$ cat config.mk
export PLATFORM = sky130hd
export DESIGN_NAME = multi_counter
export DESIGN_NICKNAME = d
export VERILOG_FILES = /design/src/rtl/counter_pkg.sv /design/src/rtl/counter_channel.sv /design/src/rtl/multi_counter.sv
export SDC_FILE = /design/constraint.sdc
export NUM_CORES = 1
export LEC_CHECK = 0
export CAP_MARGIN = 20
export CORE_AREA = 2 2 110 80
export CTS_CLUSTER_DIAMETER = 60
export DETAILED_ROUTE_END_ITERATION = 10
export DIE_AREA = 0 0 112 82
export PLACE_DENSITY = 0.62
export SLEW_MARGIN = 20
export SYNTH_ARGS = -nofsm -noshare
export SYNTH_HDL_FRONTEND = slang
export SYNTH_HIERARCHICAL = 1
export SYNTH_SLANG_ARGS = --single-unit
$ cat constraint.sdc
create_clock -name clk_i -period 3.7 [get_ports clk_i]
set_clock_uncertainty 0.2 [all_clocks]
set_input_delay 0.74 -clock clk_i [delete_from_list [all_inputs] [get_ports clk_i]]
set_output_delay 0.74 -clock clk_i [all_outputs]
set_load 0.01 [all_outputs]
$ cat src/rtl/counter_pkg.sv
// Shared types for the multi-channel counter: counting modes and mode width.
// Imported by multi_counter and counter_channel.
package counter_pkg;

    localparam int MODE_W = 2;

    typedef enum logic [MODE_W-1:0] {
        MODE_UP       = 2'd0,
        MODE_DOWN     = 2'd1,
        MODE_PINGPONG = 2'd2,
        MODE_HOLD     = 2'd3
    } mode_e;

endpackage

$ cat src/rtl/counter_channel.sv
// One counter channel: mode/wrap/direction config, registered count and tc.
// Ports: clk_i, rst_i, step_i (tick & enable), cfg_we_i/cfg_load_i (this
// channel selected), cfg_mode_i, cfg_wrap_i, cfg_value_i -> count_o, tc_o.
module counter_channel
    import counter_pkg::*;
#(
    parameter int WIDTH = 8
) (
    input  logic              clk_i,
    input  logic              rst_i,
    input  logic              step_i,
    input  logic              cfg_we_i,
    input  logic              cfg_load_i,
    input  logic [MODE_W-1:0] cfg_mode_i,
    input  logic              cfg_wrap_i,
    input  logic [WIDTH-1:0]  cfg_value_i,
    output logic [WIDTH-1:0]  count_o,
    output logic              tc_o
);

    localparam logic [WIDTH-1:0] MAX = '1;
    localparam logic [WIDTH-1:0] ONE = WIDTH'(1);

    mode_e            mode_q;
    logic             wrap_q;
    logic             dir_q;   // 0 = counting up, 1 = counting down
    logic [WIDTH-1:0] count_q;
    logic             tc_q;

    logic             active;
    logic             term;
    logic             dir_d;
    logic [WIDTH-1:0] count_d;
    logic             load;

    assign load   = cfg_we_i && cfg_load_i;
    assign active = step_i && (mode_q != MODE_HOLD);

    always_comb begin
        count_d = count_q;
        dir_d   = dir_q;
        term    = 1'b0;
        if (active) begin
            unique case (mode_q)
                MODE_UP: begin
                    term = (count_q == MAX);
                    if (!term || wrap_q)
                        count_d = count_q + ONE;
                end
                MODE_DOWN: begin
                    term = (count_q == '0);
                    if (!term || wrap_q)
                        count_d = count_q - ONE;
                end
                MODE_PINGPONG: begin
                    // Reversal steps away from the bound in the same cycle
                    if (!dir_q) begin
                        term = (count_q == MAX);
                        if (term) begin
                            dir_d   = 1'b1;
                            count_d = count_q - ONE;
                        end else begin
                            count_d = count_q + ONE;
                        end
                    end else begin
                        term = (count_q == '0);
                        if (term) begin
                            dir_d   = 1'b0;
                            count_d = count_q + ONE;
                        end else begin
                            count_d = count_q - ONE;
                        end
                    end
                end
                MODE_HOLD: ;
            endcase
        end
    end

    always_ff @(posedge clk_i) begin
        if (rst_i) begin
            mode_q  <= MODE_UP;
            wrap_q  <= 1'b1;
            dir_q   <= 1'b0;
            count_q <= '0;
            tc_q    <= 1'b0;
        end else begin
            tc_q    <= term && !load;
            count_q <= load ? cfg_value_i : count_d;
            dir_q   <= cfg_we_i ? 1'b0 : dir_d;
            if (cfg_we_i) begin
                mode_q <= mode_e'(cfg_mode_i);
                wrap_q <= cfg_wrap_i;
            end
        end
    end

    assign count_o = count_q;
    assign tc_o    = tc_q;

endmodule

$ cat src/rtl/multi_counter.sv
// N_CH independent counters sharing one programmable prescaler tick.
// Ports: clk_i, rst_i, en_i, cfg_* channel config, div_we_i/div_i -> count_o, tc_o.
module multi_counter
    import counter_pkg::*;
#(
    parameter int N_CH  = 2,
    parameter int WIDTH = 8,
    parameter int DIV_W = 8,
    localparam int CH_W = (N_CH > 1) ? $clog2(N_CH) : 1
) (
    input  logic                  clk_i,
    input  logic                  rst_i,
    input  logic [N_CH-1:0]       en_i,
    input  logic                  cfg_we_i,
    input  logic [CH_W-1:0]       cfg_ch_i,
    input  logic [MODE_W-1:0]     cfg_mode_i,
    input  logic                  cfg_wrap_i,
    input  logic                  cfg_load_i,
    input  logic [WIDTH-1:0]      cfg_value_i,
    input  logic                  div_we_i,
    input  logic [DIV_W-1:0]      div_i,
    output logic [N_CH*WIDTH-1:0] count_o,
    output logic [N_CH-1:0]       tc_o
);

    logic [DIV_W-1:0] div_q;
    logic [DIV_W-1:0] presc_q;
    logic             tick;

    // A divider write restarts the prescaler, so that cycle never ticks
    assign tick = !div_we_i && (presc_q == div_q);

    always_ff @(posedge clk_i) begin
        if (rst_i) begin
            div_q   <= '0;
            presc_q <= '0;
        end else if (div_we_i) begin
            div_q   <= div_i;
            presc_q <= '0;
        end else if (tick) begin
            presc_q <= '0;
        end else begin
            presc_q <= presc_q + DIV_W'(1);
        end
    end

    for (genvar i = 0; i < N_CH; i++) begin : g_ch
        logic hit;

        // Out-of-range channel numbers match no instance
        assign hit = cfg_we_i && (cfg_ch_i == CH_W'(i));

        counter_channel #(
            .WIDTH(WIDTH)
        ) u_ch (
            .clk_i      (clk_i),
            .rst_i      (rst_i),
            .step_i     (tick && en_i[i]),
            .cfg_we_i   (hit),
            .cfg_load_i (cfg_load_i),
            .cfg_mode_i (cfg_mode_i),
            .cfg_wrap_i (cfg_wrap_i),
            .cfg_value_i(cfg_value_i),
            .count_o    (count_o[i*WIDTH +: WIDTH]),
            .tc_o       (tc_o[i])
        );
    end

endmodule
## Word level (Yosys, flattened, before mapping)

Index checks and enable logic that the tools add are counted.

- Register bits after elaboration: 42
- Latch bits: 0
- Memory bits (writable): 0
- Bits in read-only memories: 0
- Bits of input ports: 27
- Output and inout bits: 18
- Logic and storage cells: 96
- Memories: 0

- Add/subtract/negate cells: 5
- $mul: 0
- Divide/modulo/power cells: 0
- $lt $le $gt $ge: 0
- Equal/unequal tests: 13
- Shift-type cells: 0
- Mux-type cells: 28
- Bitwise operators: 1
- Reductions and logical operators: 37

Operators with widths:

| cell | count |
|---|---|
| 2-to-1 mux 8 bit | 14 |
| case mux 8 bit (3 select lines) | 2 |
| adder 8 x 1 -> 8 bit (second input constant) | 3 |
| == test 8 bit (second input constant) | 2 |
| zero test 8 bit | 2 |
| subtractor 8 x 1 -> 8 bit (second input constant) | 2 |
| inequality test 3 x 1 -> 1 bit (second input constant) | 4 |
| logical AND 1 bit | 11 |
| 2-to-1 mux 1 bit | 10 |
| == test 8 bit | 1 |
| AND reduction 4 bit | 2 |
| nonzero test 4 bit | 2 |
| zero test 1 bit | 7 |
| case mux 1 bit (3 select lines) | 2 |
| == test 2 x 1 -> 1 bit (second input constant) | 2 |
| == test 2 bit (second input constant) | 2 |
| zero test 2 bit | 2 |
| logical OR 1 bit | 4 |
| inequality test 2 bit (second input constant) | 2 |
| AND reduction 2 bit | 2 |
| nonzero test 2 bit | 2 |
| OR reduction 2 bit | 2 |
| OR reduction 3 bit | 1 |
| NOT 1 bit | 1 |

## Depth between registers and ports, before layout

- Depth in word-level cells: 7
- Depth in mapped cells: 9
- Mapped depth without buffers: 8

## Hierarchy

Netlist, hierarchy kept.

By module, submodules not included:

| module | times used | cells an instance | area each (µm²) |
|---|---|---|---|
| counter_channel | 2 | 153 | 1226.2 |
| multi_counter | 1 | 75 | 752.0 |

## Worst setup path after synthesis

OpenSTA, ideal clock, no wires.

- Path kind: register to register
- Start: register presc_q[4]
- End: register g_ch[0].u_ch.count_q[5]
- Arrival time: 2.305 ns
- Setup slack: 1.091 ns
- Stages on the path, launching flop included: 8
- Clock period less this slack: 2.609 ns
- Path through: dfxtp_1 -> xor2_1 -> nor4_2 -> and4b_1 -> nor2b_1 -> o221a_2 -> nor3_1 -> a2111oi_2

- Longest elaborated chain between the ends: 6

RTL lines:

| what | RTL line | source |
|---|---|---|
| start, declared | multi_counter.sv:27 | `logic [DIV_W-1:0] presc_q;` |
| start signal, assigned | multi_counter.sv:43 | `presc_q <= presc_q + DIV_W'(1);` |
| == test 8 bit | multi_counter.sv:31 | `assign tick = !div_we_i && (presc_q == div_q);` |
| logical AND 1 bit | multi_counter.sv:31 |  |
| logical AND 1 bit | multi_counter.sv:58 | `.step_i (tick && en_i[i]),` |
| logical AND 1 bit | counter_channel.sv:37 | `assign active = step_i && (mode_q != MODE_HOLD);` |
| nonzero test 2 bit (no source line) | -- |  |
| AND reduction 4 bit (no source line) | -- |  |
| end signal, assigned | counter_channel.sv:89 | `count_q <= load ? cfg_value_i : count_d;` |
| end, declared | counter_channel.sv:27 | `logic [WIDTH-1:0] count_q;` |

No other way between the ends.
A chain may end at the register's enable or synchronous reset.

## Worst setup path in the final report

- Start: input port div_we_i
- End: register g_ch[0].u_ch.count_q[1]

- Longest elaborated chain between the ends: 6

RTL lines:

| what | RTL line | source |
|---|---|---|
| start, declared | multi_counter.sv:20 | `input logic div_we_i,` |
| zero test 1 bit | multi_counter.sv:31 |  |
| logical AND 1 bit | multi_counter.sv:31 |  |
| logical AND 1 bit | multi_counter.sv:58 |  |
| logical AND 1 bit | counter_channel.sv:37 |  |
| nonzero test 2 bit (no source line) | -- |  |
| AND reduction 4 bit (no source line) | -- |  |

No other way between the ends.

==> results.md <==
- Total Routed Length: between 8000 and 9000 um
- Worst Path Arrival: 2850 ps
- Post-route ant nets: 0
- Post-layout min period: about 2900 ps
- Post-synth EDFFs: 0
- Period Utilization, post-route: roughly four fifths
- WS Path Type: input pin to register
- Synth top cells by count: nor2_1, dfxtp_1, nand2_1, xor2_1, inv_1
- Final setup violation count: 0
- Max Used Layer: met4
- Fin. Hold Viols: 0
- Port Buffers: between 40 and 50
- Post-synth top area share: 26.2%
- # rows: 28
- Crit-path max FO: 8
- Reg area: between 800 and 900 um2
- Drt via density: between 5 and 6
- Leakage: between 1 and 1.5 nW
- Fmax: between 300 and 400 MHz
- CTS Root Cell: clkbuf_16
- Final std cells w/o fill: approximately 520
- Post-CTS setup buffer count: 0
- Worst Reg-to-Reg Cells: 7
- Cells after Synth: 381
- Die span in x: roughly 110 um
- Hold Path Depth: 2
- Final core occ: 47.0%
- DRT iter0 DRCs: about 170
- Metal-1 WL: between 4000 and 5000 um
- Max cap viols: 0
- Top cells by area, synth: dfxtp_1, ha_1, xor2_1
- Reg clk slew, reported paths: 60 ps
- Global-route wire length before repair: 13800 um
- Synthesized flop and latch total: 42
- H-Tree Depth: 2
- Status: complete, no violations
- Routed met3 length: between 300 and 400 um
- DIE AREA: 9180 um2
- CTS Buffer Depth: 2
- Setup TNS: 0 ps
- Slew @ Worst Pin: a little under 600 ps
- CTS tree: done
- Vias: 2889
- Post_cts resized: 0
- Largest net degree at the start of global routing: 15
- Average wire per standard cell: around 16 um
- Initial Utilization: between 30% and 40%
- Yosys warning total: 6
- Total power: ~1.3 mW
- Post-synthesis sequential area ratio: 26.2%
- Dpl cells: around 510
- Net count, final: roughly 460
- Final instance area: 3860 um2
- Post-synth design cell area: ~3200 um2
- Post-synthesis cell type count: 47
- I/O pins: between 40 and 50
- Sink Count: 42
- Relative slew slack: about 60%
- Total GRT Usage: a little under a fifth
- Cts hold-fix bufs: 0
- Syn_nets: approximately 430
- DP Wirelength: around 6400 um
- Clk_lat worst skew: between 200 and 300 ps
- Core Area: just over 8000 um2
- Peak supply drop: roughly 0.19 mV
- Max-slew violation count: 0
- Hold Crit Class: register to register
- Type of origin of the critical path: input pin
- RSZ-0062 raised after global routing: false
- Critical path required time: roughly 3700 ps
- Area leader, netlist: dfxtp_1
- Grt total ovfl: 0
- Initial antenna violation count: 0
- Metal2 WL: about 3300 um
- Number of global-route vias before repair: 2678
- Worst Setup End Kind: register
- Top FF cell, synth: dfxtp_1
- Gpl congestion: between 0.9 and 1
- Remaining DRCs: 0
- Pre-antenna DRT Iters: 4
- Layout cell share with drive strength beyond 1: around a tenth
- Post-synthesis area per instance: ~8.4 um2
- Cell Pwr Density: 342 nW/um2
- Layout area overhead: 20.3%
- FFs w/ async S/R, synth: 0%
- TritonCTS Buffers: 5
- Footprint of the multi-input gates: approximately 2200 um2
- Antenna diodes: 0
- Die Span Y: 82 um
- Number of filler cells placed in the layout: slightly below 800
- Most frequent cell after synthesis: nor2_1
- Dpl cell area: 3690 um2
cell type report:
class                   count  area share, %
multi-input cells         295           55.8
flip-flops and latches     42           21.8
repair buffers             50           12.6
well taps                 105           3.41
clock buffers               5           3.24
inverters                  21           2.04
clock inverters             3           1.14
worst paths after layout:
check	from	to	slack, ps
worst min-delay path	div_q[4]	div_q[4]	320
worst min register to register	div_q[4]	div_q[4]	320
worst max register to register	g_ch[0].u_ch/count_o[0]	g_ch[0].u_ch/count_o[3]	910
worst max-delay path	div_we_i	g_ch[0].u_ch/count_o[1]	800
logic make-up after synthesis:
logic type | Yosys count | share of synthesized area, %
and+or+nand+nor | 138 | 24.5
AOI/OAI and AO/OA | 91 | 21.9
buffers and inverters | 44 | 6.64
DFF | 42 | 26.2
xor gates and xnor gates | 33 | 9.02
adders and majority gates | 17 | 6.64
muxes | 16 | 5.00
placed cells by master (no fill, tap or decap), types with 3 or more instances in the layout:
cell	netlist	routed
nand3b_1	4	4
inv_1	21	21
nand3_2	3	3
nand2_1	25	25
o21ai_0	16	16
a221oi_1	5	5
nor2_1	44	44
dfxtp_1	42	42
o21ai_1	4	4
or3_1	4	4
xor2_1	22	22
nor3_1	14	14
a211o_1	4	4
clkbuf_16	0	5
ha_1	17	17
mux2i_1	16	16
a211oi_1	14	14
nand3_1	16	16
o22ai_1	4	4
nor2b_1	5	5
clkdlybuf4s50_1	0	44
a2111oi_0	3	3
buf_4	0	6
a21oi_1	14	14
a31oi_1	8	8
o31ai_1	5	5
and2_1	3	3
xnor2_1	11	11
registers in the layout, indices dropped and copies added (netlist names):
name,cells
g_ch.u_ch/mode_q,4
g_ch.u_ch/dir_q,2
div_q,8
g_ch.u_ch/tc_o,2
g_ch.u_ch/count_o,16
presc_q,8
g_ch.u_ch/wrap_q,2
per-layer routing:
| metal | global-route usage (%) | vias to the layer above |
|---|---|---|
| met4 | 4.27 | 0 |
| met5 | 0 | - |
| met2 | 26.2 | 83 |
| met1 | 28.9 | 1357 |
| li1 | - | 1443 |
| met3 | 2.95 | 6 |
critical path, stage by stage:
cell and delay [ps]:
clkdlybuf4s50_1 600, and4b_1 340, nor2b_1 380, o221ai_4 250
a2111oi_0 430, nor4_1 100
through the flow:
stage               setup WS (ps)  hold WS (ps)
CTS                           775           325
floorplan                    1090           280
global route                  594           350
finish                        803           321
global placement              569           301
detailed placement            455           306
power breakdown:
| group | total [mW] | switching (mW) | internal [mW] |
|---|---|---|---|
| Combinational | 0.295 | 0.156 | 0.139 |
| Clock | 0.510 | 0.190 | 0.320 |
| Sequential | 0.514 | 0.0419 | 0.472 |
No activity file was read; power rests on OpenSTA's default activity.
==> edit (same flow settings) <==
Put a register stage on the output `count_o`, cleared by the reset. The value now appears one clock later. The other outputs are not delayed to match.
--- a/src/rtl/multi_counter.sv
+++ b/src/rtl/multi_counter.sv
@@ -23,4 +23,6 @@
     output logic [N_CH-1:0]       tc_o
 );
+
+    logic [N_CH*WIDTH-1:0] count_c;
 
     logic [DIV_W-1:0] div_q;
@@ -62,8 +64,16 @@
             .cfg_wrap_i (cfg_wrap_i),
             .cfg_value_i(cfg_value_i),
-            .count_o    (count_o[i*WIDTH +: WIDTH]),
+            .count_o    (count_c[i*WIDTH +: WIDTH]),
             .tc_o       (tc_o[i])
         );
     end
 
+    always_ff @(posedge clk_i) begin
+        if (rst_i) begin
+            count_o <= '0;
+        end else begin
+            count_o <= count_c;
+        end
+    end
+
 endmodule
Function: changed (a bounded check fails within 4 cycles, from zero or initial values and one cycle with rst_i high).
==> edit against the unedited design <==
  * Area after synthesis up 14%
  * Via count up 8.4%
  * Sequential cell count up 16
  * Worst setup slack better by 0.061 ns
  * Routed wire length up 9.2%
  * Combinational power up 2%
  * Power up 39%
  * Non-clock buffer count up 1
  * Cell area up 15%
  * Critical endpoint unchanged
  * Largest cell class unchanged
==> edit: results (changes against the unedited design) <==
outcome=complete, no violations (unchanged); Layout clock buffers=12 (was 5); Pleak=1.68 nW (was 1.45 nW); HPWL after DPL=6.69 mm (was 6.41 mm); slowest stage cell, crit path=a2111oi_0 (was clkdlybuf4s50_1); Clock-cell share=6.93% (was 4.38%); Finished Cell Area=4430 um^2 (was 3860 um^2); syn_nets=458 (was 425); # nets final=496 (was 459); Data buffer area share=11.0% (was 12.6%); vias in the first global route=2851 (was 2678); Repair and plain buffers=51 (was 50); Skew-Pair Late Insertion Delay=0.33 ns (was 0.28 ns); Multi-input gate area=2260 um^2 (was 2150 um^2); dpl ws=0.654 ns (was 0.455 ns); critical path peak fanout=10 (was 8); placed standard-cell area=4120 um^2 (was 3690 um^2); global-route wire length before repair=14.9 mm (was 13.8 mm); first-pass iteration count of the detailed router=5 (was 4); Placer Congestion=0.850 (was 0.935); hold slack=0.315 ns (was 0.321 ns); internal power=1.34 mW (was 931 uW); Crit path largest cell delay=0.46 ns (was 0.60 ns); synth top area cells=dfxtp_1 (32%), ha_1 (5.8%), xor2_1 (5.3%) (was dfxtp_1 (26%), ha_1 (6.6%), xor2_1 (6.0%)); register area share after synthesis=31.9% (was 26.2%); Reg area=1160 um^2 (was 841 um^2); average size of a mapped cell=8.79 um^2 (was 8.41 um^2); clock sinks=58 (was 42); H-tree Lvls=3 (was 2); Num CTS Buffers=9 (was 5); Filler cells=770 (was 796); Final Non-Filler Cells=562 (was 521); Post-synth top cells=dfxtp_1 (58), nor2_1 (44), nand2_1 (25), xor2_1 (22) (was nor2_1 (44), dfxtp_1 (42), nand2_1 (25), xor2_1 (22), inv_1 (21)); Placed Instances=546 (was 513); worst setup path start=presc_q[3] (was div_we_i); CP Data Arrival Time=2.81 ns (was 2.85 ns)
## edit: cell count changes after synthesis
cell	unedited run	this run
dfxtp_1	42	58
nor2b_1	5	21
clkbuf_1	13	14
nor4_2	2	1
nor4_4	2	3
or2_1	0	1
or2_2	1	0
## edit: cells by family (layout without fill, tap and decap cells)
logic type	Yosys count	in the layout	share of synthesized area [%]
xor+xnor	33	33	7.95
compound gates	91	91	19.3
mux	16	16	4.40
fa+ha+maj	17	17	5.85
buf+inv	45	88	5.95
flops	58	58	31.9
simple gates	154	154	24.6
## edit: power by group through the flow
stage	Clock (mW)	Combinational, mW	Sequential [mW]
after floorplan	0	0.214	0.686
after global placement	0	0.292	0.703
after detailed placement	0	0.297	0.702
final	0.842	0.300	0.690
after global routing	0.895	0.327	0.695
after CTS	0.864	0.298	0.690
## edit: routing by layer
layer  wire (um)  GRT usage [%]  vias to the layer above
met5           0              0                        -
met4         102           8.05                        0
met3         487           5.24                       11
met2        4110           31.1                       78
met1        4390           28.9                     1490
li1            -              -                     1552
